[config.mk]
export PLATFORM = sky130hd
export DESIGN_NAME = riscv_core_div
export DESIGN_NICKNAME = d
export VERILOG_FILES = /design/src/rtl/riscv_core_div.sv
export SDC_FILE = /design/constraint.sdc
export NUM_CORES = 1
export LEC_CHECK = 0
export BUFFER_PORTS_ARGS = -buffer_cell sky130_fd_sc_hd__buf_2
export CORE_AREA = 2 2 234 236
export DETAILED_ROUTE_END_ITERATION = 6
export DIE_AREA = 0 0 236 238
export PLACE_DENSITY_LB_ADDON = 0.25
export SLEW_MARGIN = 10
export SYNTH_ARGS = -nofsm -noshare
export SYNTH_HDL_FRONTEND = slang
export SYNTH_SLANG_ARGS = --single-unit
[constraint.sdc]
create_clock -name i_clk -period 3.9 [get_ports i_clk]
set_input_delay 0.585 -clock i_clk [delete_from_list [all_inputs] [get_ports i_clk]]
set_output_delay 0.585 -clock i_clk [all_outputs]
set_load 0.01 [all_outputs]
[src/rtl/riscv_core_div.sv]
// Iterative radix-2 restoring divider for RV64 M: DIV/DIVU/REM/REMU and W forms.
// One quotient bit per cycle; divide-by-zero and signed overflow bypass CALC.
module riscv_core_div #(
  parameter int XLEN = 64
) (
  input  logic            i_clk,
  input  logic            i_rst_n,
  input  logic            i_div_valid,
  output logic            o_div_ready,
  input  logic [XLEN-1:0] i_div_srcA,
  input  logic [XLEN-1:0] i_div_srcB,
  input  logic [1:0]      i_div_control,
  input  logic            i_div_isword,
  input  logic            i_div_flush,
  output logic            o_div_valid,
  output logic [XLEN-1:0] o_div_result
);

  localparam int HW = XLEN / 2;
  localparam int CW = $clog2(XLEN);

  typedef enum logic [1:0] {
    IDLE,
    CALC,
    DONE
  } state_t;

  state_t state_q, state_d;

  logic            accept;
  logic            sgn_in;
  logic            neg_a, neg_b;
  logic            div_zero, ovf, special;
  logic [XLEN-1:0] a_ext, b_ext;
  logic [XLEN-1:0] abs_a, abs_b;
  logic [XLEN-1:0] min_val;

  logic [XLEN-1:0] rem_q, quo_q, dvs_q;
  logic [CW-1:0]   cnt_q;
  logic            rem_sel_q, word_q;
  logic            q_neg_q, r_neg_q;

  logic [XLEN:0]   shl;
  logic            ge;
  logic [XLEN-1:0] rem_nx;
  logic [XLEN-1:0] q_fix, r_fix, sel, fin;
  logic            done_ok;

  assign accept = i_div_valid & o_div_ready
                & ~i_div_flush;

  always_comb begin
    sgn_in = ~i_div_control[0];
    if (i_div_isword) begin
      a_ext = {{HW{sgn_in & i_div_srcA[HW-1]}},
               i_div_srcA[HW-1:0]};
      b_ext = {{HW{sgn_in & i_div_srcB[HW-1]}},
               i_div_srcB[HW-1:0]};
      min_val = {{(HW+1){1'b1}},
                 {(HW-1){1'b0}}};
    end else begin
      a_ext   = i_div_srcA;
      b_ext   = i_div_srcB;
      min_val = {1'b1, {(XLEN-1){1'b0}}};
    end
    neg_a    = sgn_in & a_ext[XLEN-1];
    neg_b    = sgn_in & b_ext[XLEN-1];
    abs_a    = neg_a ? -a_ext : a_ext;
    abs_b    = neg_b ? -b_ext : b_ext;
    div_zero = (b_ext == '0);
    ovf      = sgn_in & (a_ext == min_val)
             & (&b_ext);
    special  = div_zero | ovf;
  end

  // Restoring step: partial remainder grows by the next dividend bit
  assign shl    = {rem_q, quo_q[XLEN-1]};
  assign ge     = shl >= {1'b0, dvs_q};
  assign rem_nx = ge ? shl[XLEN-1:0] - dvs_q
                     : shl[XLEN-1:0];

  assign q_fix = q_neg_q ? -quo_q : quo_q;
  assign r_fix = r_neg_q ? -rem_q : rem_q;
  assign sel   = rem_sel_q ? r_fix : q_fix;
  assign fin   = word_q
               ? {{HW{sel[HW-1]}}, sel[HW-1:0]}
               : sel;

  always_ff @(posedge i_clk or negedge i_rst_n) begin
    if (!i_rst_n) begin
      state_q <= IDLE;
    end else begin
      state_q <= state_d;
    end
  end

  always_comb begin
    state_d = state_q;
    unique case (state_q)
      IDLE: begin
        if (accept) begin
          state_d = special ? DONE : CALC;
        end
      end
      CALC: begin
        if (cnt_q == '0) begin
          state_d = DONE;
        end
      end
      DONE:    state_d = IDLE;
      default: state_d = IDLE;
    endcase
    if (i_div_flush) begin
      state_d = IDLE;
    end
  end

  always_ff @(posedge i_clk or negedge i_rst_n) begin
    if (!i_rst_n) begin
      rem_q     <= '0;
      quo_q     <= '0;
      dvs_q     <= '0;
      cnt_q     <= '0;
      rem_sel_q <= 1'b0;
      word_q    <= 1'b0;
      q_neg_q   <= 1'b0;
      r_neg_q   <= 1'b0;
    end else if (accept) begin
      rem_sel_q <= i_div_control[1];
      word_q    <= i_div_isword;
      dvs_q     <= abs_b;
      cnt_q     <= i_div_isword ? CW'(HW - 1)
                                : CW'(XLEN - 1);
      // Special cases preload the final unsigned-form answer
      if (special) begin
        quo_q   <= div_zero ? '1 : a_ext;
        rem_q   <= div_zero ? a_ext : '0;
        q_neg_q <= 1'b0;
        r_neg_q <= 1'b0;
      end else begin
        quo_q   <= i_div_isword ? abs_a << HW
                                : abs_a;
        rem_q   <= '0;
        q_neg_q <= neg_a ^ neg_b;
        r_neg_q <= neg_a;
      end
    end else if (state_q == CALC
                 && !i_div_flush) begin
      rem_q <= rem_nx;
      quo_q <= {quo_q[XLEN-2:0], ge};
      cnt_q <= cnt_q - CW'(1);
    end
  end

  assign done_ok = (state_q == DONE)
                 & ~i_div_flush;

  // Ready stays low during the valid pulse
  always_ff @(posedge i_clk or negedge i_rst_n) begin
    if (!i_rst_n) begin
      o_div_valid  <= 1'b0;
      o_div_result <= '0;
      o_div_ready  <= 1'b1;
    end else begin
      o_div_valid <= done_ok;
      o_div_ready <= (state_d == IDLE) & ~done_ok;
      if (done_ok) begin
        o_div_result <= fin;
      end
    end
  end

endmodule
==> Yosys cells after proc, flatten, opt, wreduce, memory -nomap -nowiden <==
Index checks and enable logic that the tools add are counted.
{ "classes": {"add_sub_neg": 6, "n_lt_le_gt_ge": 1, "n_bitwise": 15, "reduce_logical": 8, "n_mux": 29, "n_eq_ne": 3} }
{ "op_table": {"columns": ["op", "count"], "rows": [
  ["$mux W64", 18],
  ["$neg A64 Y64", 4],
  ["$ge A65 B64 Y1", 1],
  ["$eq A64 B64 Y1", 1],
  ["$logic_not A64 Y1", 1],
  ["$reduce_and A64 Y1", 1],
  ["$sub A64 B64 Y64", 1],
  ["$mux W63", 1],
  ["$mux W6", 3],
  ["$and A1 B1 Y1", 10],
  ["$mux W2", 4],
  ["$logic_not A6 Y1", 1],
  ["$sub A6 B1 Y6 const B", 1],
  ["$logic_not A2 Y1", 2],
  ["$pmux W2 S2", 1],
  ["$not A1 Y1", 3],
  ["$eq A2 B1 Y1 const B", 1],
  ["$eq A2 B2 Y1 const B", 1],
  ["$mux W1", 2],
  ["$reduce_bool A2 Y1", 1],
  ["$logic_and A1 B1 Y1", 1],
  ["$logic_not A1 Y1", 1],
  ["$or A1 B1 Y1", 1],
  ["$xor A1 B1 Y1", 1]
]} }
{ "word_totals": {"elab_cells": 74, "inputBits": 135, "out_inout_bits": 66, "reg_bits": 270} }

==> Depth between registers and ports, before layout <==
Gate-level depths: netlist of the first run.
{ "depth": {"depth_word": 13, "mapped_depth": 15, "depth_no_buf": 13} }

==> Worst setup path after synthesis of the first run <==
No wires, ideal clock.
{ "synth_path": {"path_kind": "reg-to-reg", "startpoint": "register rem_q[23]", "endpoint": "register rem_q[0]", "stages_incl_launch_ff": 14, "setup_slack_ps": 534, "t_arrival_ps": 3221, "required_ps": 3755, "path_cell_list": "dfrtp_1 -> ha_1 -> clkbuf_1 -> nand2_1 -> or3_1 -> or4_1 -> o21ai_0 -> a21oi_1 -> o21ai_1 -> buf_2 -> buf_2 -> nand2_1 -> o211ai_1 -> o221ai_1"} }
{ "synth_via": {"elab_chain_len": 4} }
{ "synth_rtl": {"columns": ["element", "line", "rtl"], "rows": [
  ["start, declared", "38", "logic [XLEN-1:0] rem_q, quo_q, dvs_q;"],
  ["start signal, assigned", "137", "rem_q <= div_zero ? a_ext : '0;"],
  ["start signal, assigned", "149", "rem_q <= rem_nx;"],
  ["$ge A65 B64 Y1", "78", "assign ge = shl >= {1'b0, dvs_q};"],
  ["$mux W64", "79", "assign rem_nx = ge ? shl[XLEN-1:0] - dvs_q"],
  ["$mux W64", "147", "end else if (state_q == CALC"],
  ["$mux W64", "128", "end else if (accept) begin"]
]} }
No other way between the ends. The select of a mux whose other input is x is not followed.
A chain may end at the register's enable or synchronous reset.

==> Worst setup path after layout of the first run <==
{ "layout_path": {"startpoint": "register rem_q[3]", "endpoint": "register o_div_result[27]"} }
{ "layout_via": {"elab_chain_len": 4} }
{ "layout_rtl": {"columns": ["element", "line", "rtl"], "rows": [
  ["$neg A64 Y64", "83", "assign r_fix = r_neg_q ? -rem_q : rem_q;"],
  ["$mux W64", "83", null],
  ["$mux W64", "84", "assign sel = rem_sel_q ? r_fix : q_fix;"],
  ["$mux W64", "86", "? {{HW{sel[HW-1]}}, sel[HW-1:0]}"],
  ["end signal, assigned", "168", "o_div_result <= fin;"],
  ["end, declared", "16", "output logic [XLEN-1:0] o_div_result"]
]} }
No other way between the ends.

==> results.yml, run 1 <==
status:
  outcome: "finished, final reports clean"
clocking:
  clkSinkCount: 270
  cts_tree: "done"
  cts_resized: 0
  root_buffer: "clkbuf_16"
  cts_buffer_depth: 3
  ctsHoldBuffers: 0
  path_clk_slew_ns: 0.07
  cts-buffers-inserted: 31
  worstSkewPairLatency_ns: 0.61
  ctsHtreeMaxLevel: 1
  post-cts-setup-buffers: 0
route:
  drcViolationCount: 0
  vias_per_cell: 6.24
  drt-total-wl_mm: 98.7
  first_pass_iters: 5
  drt_iter0_markers: 2555
  wire_per_inst_um: 23.9
  vias: 25784
  ant_nets: 0
power:
  vdd_drop_max_mv: 0.389
  powerDensity_nw_per_um2: 653
  power.total_w: 0.0181
  cellLeakagePower_nw: 12.4
die:
  die_area_um2: 56200
  ioPinCount: 201
  start_util_pct: 44.5
  core-area_um2: 53500
  die_width_um: 236
  die_y_um: 238
  rows: 85
cells_and_area:
  synthToLayoutAreaGrowth_pct: 16.6
  fill_cells: 5270
  nNetsFinal: 3611
  seq_area_um2: 6760
  drive_gt1_share_pct: 16.0
  multiInputGateArea_um2: 15800
  stdcell_count: 4133
yosys:
  synth_fp_nets: 3371
  yosysTopAreaCellShare_pct: 28.3
  ys_ff_latch: 270
  synth_most_common_cell: "nand2_1"
  synthTopCellsByCount: "437 x nand2_1, 356 x o21ai_0, 286 x a21oi_1"
  yosys_warnings: 0
  synth_cells: 3164
  yosys.area.top_type: "dfrtp_1"
  synth_flop_cell: "dfrtp_1"
  syn_area_per_cell_um2: 7.52
  netlist_area_um2: 23800
  seq_area_frac_synth_pct: 28.4
  synth_cell_types: 94
  ys_top_cells_by_area: "dfrtp_1 28%, o21ai_0 7.5%, nand2_1 6.9%"
  async_flop_share_pct: 100
  synth-edff-count: 0
timing:
  max_freq_mhz: 269
  rsz0062_at_grt: "no"
  hold_viol_final: 0
  fin_crit_sh_pct: 95.2
  min_period_ns: 3.71
  finalClockSkew_ns: 0.0191
  whs_ns: 0.0587
  slew_headroom_pct: 26.8
  setup_viol: 0
  slew_viol_final: 0
  worst_pin_slew_ns: 1.09
  setup_ws_ns: 0.187
global_route:
  grt_busiest_layer: "met2"
  antenna_found_initial: 7
  met3_usage_pct: 6.10
  grt_pass1_wl_mm: 149
  grt_use_met2_pct: 52.8
  grt-ovfl-total: 0
  grt_usage_pct: 34.2
  grt_pass1_vias: 24159
  grt_max_degree: 108
  grt_util_met1_pct: 46.2
worst_setup_path:
  worstPathRequired_ns: 4.36
  critical_path.endpoint_type: "flop"
  cp.arrival_ns: 4.17
  crit_type: "flop to flop"
  startpoint: "rem_q[3]"
  cp_max_fo: 6
  start_kind: "flop"
  timing.rr.start: "rem_q[3]"
placement:
  io_buffers: 200
  dpl.hpwl_mm: 78.8
  routabilityCongestion: 1.04
  placed_cells_incl_taps: 4067
  pre_cts_ws_ns: -0.160
job:
  drv_cap: 0
min_path:
  hold_path.class: "input port to async pin"
[worst max-delay path: stages (launching register included)]
cell	delay (ns)
dfrtp_1	0.41
buf_4	0.18
or4_1	0.57
nor3_1	0.44
buf_4	0.21
nand2_1	0.08
or4_1	0.47
or3_1	0.37
o41ai_1	0.47
xnor2_1	0.12
a21oi_1	0.18
o21ai_1	0.07
[cells by family (layout without fill, tap and decap cells)]
group,count (synthesis),after routing,synth area share (%)
AO/OA/AOI/OAI,1123,1123,29.1
AND/OR/NAND/NOR,1054,1054,21.6
buffers and inverters,330,595,5.44
XOR/XNOR,286,286,10.5
flip-flops,270,270,28.4
adder cells (fa/ha/maj),72,72,3.82
multiplexers,29,29,1.23
other,0,8,0
[area by class of cell]
type                       count  area share [%]
tap                          696            3.14
inverter                     114            1.54
timing repair buffer         423            10.2
sequential                   270            24.4
antenna                        8          0.0721
multi-input combinational   2564            57.0
clock inverter                11           0.437
clock buffer                  47            3.30
[flip-flops by register name (all words and copies together) (netlist names)]
signal / count
word_q: 1
dvs_q: 64
cnt_q: 6
state_q: 2
quo_q: 64
o_div_result: 64
o_div_valid: 1
rem_q: 64
o_div_ready: 1
q_neg_q: 1
rem_sel_q: 1
r_neg_q: 1
[per-layer routing]
layer / up-vias / part of all wire [%]
met5: - / 0.028
met4: 4 / 5.4
met3: 256 / 9.2
met2: 1230 / 43
met1: 12297 / 42
li1: 11997 / -
[stage by stage]
stage	setup TNS, ns	util, %	instance area [um^2]
CTS	0	51.8	27700
floorplan	0	-	23800
global placement	-0.175	49.9	26700
global route	0	51.9	27700
finish	0	51.9	27800
detailed placement	-0.160	49.9	26700
[layout by cell type, fill, tap and decap left out, types with 10 or more instances in the layout]
cell       instances
a211oi_1          30
mux2i_1           27
and3_1            21
o41ai_1           29
buf_2            198
a21o_1            66
o21ai_0          356
o221ai_1          16
nor4_1            32
nand3_1           34
o21bai_1          15
clkbuf_16         31
nor2_1           205
ha_1              71
nand2b_1          19
a21oi_1          284
xnor2_1          144
buf_4            213
o21ai_1           24
and2_1            10
a31oi_1           65
nand2_1          437
or2_2             25
inv_1            113
xor2_1           142
nand4_1           53
or4_1             36
o211ai_1          25
o22ai_1           18
o21a_1            15
o31ai_1           59
a221o_1           12
nor2b_1           14
buf_12            11
dfrtp_1          266
nor3_1            69
or3_1             38
a221oi_1          11
a22oi_1           24
[report_power, final]
group | switching, W | total, W | internal, W
combinational | 0.00646 | 0.0108 | 0.00439
sequential | 0.000874 | 0.00424 | 0.00337
clock | 0.00127 | 0.00302 | 0.00175
[final timing paths]
path	endpoint	cells after the start	slack, ns
max in group asynchronous	dvs_q[63]	2	2.81
worst min register to register	o_div_result[51]	2	0.47
worst max register to register	o_div_result[27]	11	0.19
worst max-delay path	o_div_result[27]	11	0.19
worst min-delay path	o_div_result[9]	1	0.06
min in group i_clk	rem_sel_q	3	0.20
Power figures use the tool's default switching activity.
==> run 2: changes to the inputs <==
- ABC_AREA: default -> 1
- CORE_AREA: 2 2 234 236 -> 2 2 197 344
- DIE_AREA: 0 0 236 238 -> 0 0 199 346
==> results.yml, run 2 <==
clocking:
  cts_resized: 0
  post-cts-setup-buffers: 0
  cts_buffer_depth: 3
  root_buffer: "clkbuf_16"
  clkSinkCount: 270
  cts-buffers-inserted: 29
  ctsHoldBuffers: 1
  ctsHtreeMaxLevel: 1
yosys:
  synth-edff-count: 0
  synth_flop_cell: "dfrtp_1"
  synthTopCellsByCount: "1712 x nand2_1, 710 x nor2_1, 663 x inv_1"
  yosys.area.top_type: "dfrtp_1"
  ys_ff_latch: 270
  seq_area_frac_synth_pct: 22.9
  synth_fp_nets: 5498
  yosysTopAreaCellShare_pct: 22.9
  netlist_area_um2: 29500
  synth_cell_types: 54
  synth_cells: 5291
  yosys_warnings: 0
  ys_top_cells_by_area: "dfrtp_1 23%, nand2_1 22%, nand3_1 9.4%"
  syn_area_per_cell_um2: 5.57
  synth_most_common_cell: "nand2_1"
  async_flop_share_pct: 100
placement:
  routabilityCongestion: 1.12
  dpl.hpwl_mm: 140
  io_buffers: 200
die:
  die_width_um: 199
  start_util_pct: 44.5
  die_y_um: 346
  rows: 125
  ioPinCount: 201
global_route:
  grt_pass1_wl_mm: 263
  grt_max_degree: 91
  grt_usage_pct: 52.8
  grt-ovfl-total: 16
  grt_pass1_vias: 38643
status:
  failing_step: "5_1_grt"
  error: "[ERROR GRT-0116] Global routing finished with congestion. Check the congestion regions in the DRC Viewer."
  outcome: "stopped before the end"
## run 2: cell count changes after synthesis, sizes merged, moves of 37 or more
cell    change
nand2    +1282
inv       +562
nand3     +524
nor2      +523
xnor2     -131
a21oi      -78
a21o       -60
o31ai      -57
nand4      +43
clkbuf     -42
or4        -39
or3        -37
## run 2: stage by stage
stage | instances | utilization [%] | worst slack, ns | hold WS, ns | area, um^2
after global placement | 6342 | 48.4 | 0.236 | 0.464 | 32000
after floorplan | 5291 | - | 1.34 | 0.289 | 29500
after CTS | 6396 | 50.0 | 0.238 | 0.219 | 33100
after detailed placement | 6342 | 48.4 | 0.246 | 0.465 | 32000
## run 2: logic make-up after synthesis
logic type / synth area share, %
buffers and inverters: 11.6
and+or+nand+nor: 46.1
DFF: 22.9
xor gates and xnor gates: 3.63
adders and majority gates: 3.08
AOI/OAI and AO/OA: 12.7
## run 2: per-layer routing
layer	overflow	track usage, %
met5	0	1.09
met4	7	56.7
met3	0	19.0
met2	9	81.8
met1	0	51.9
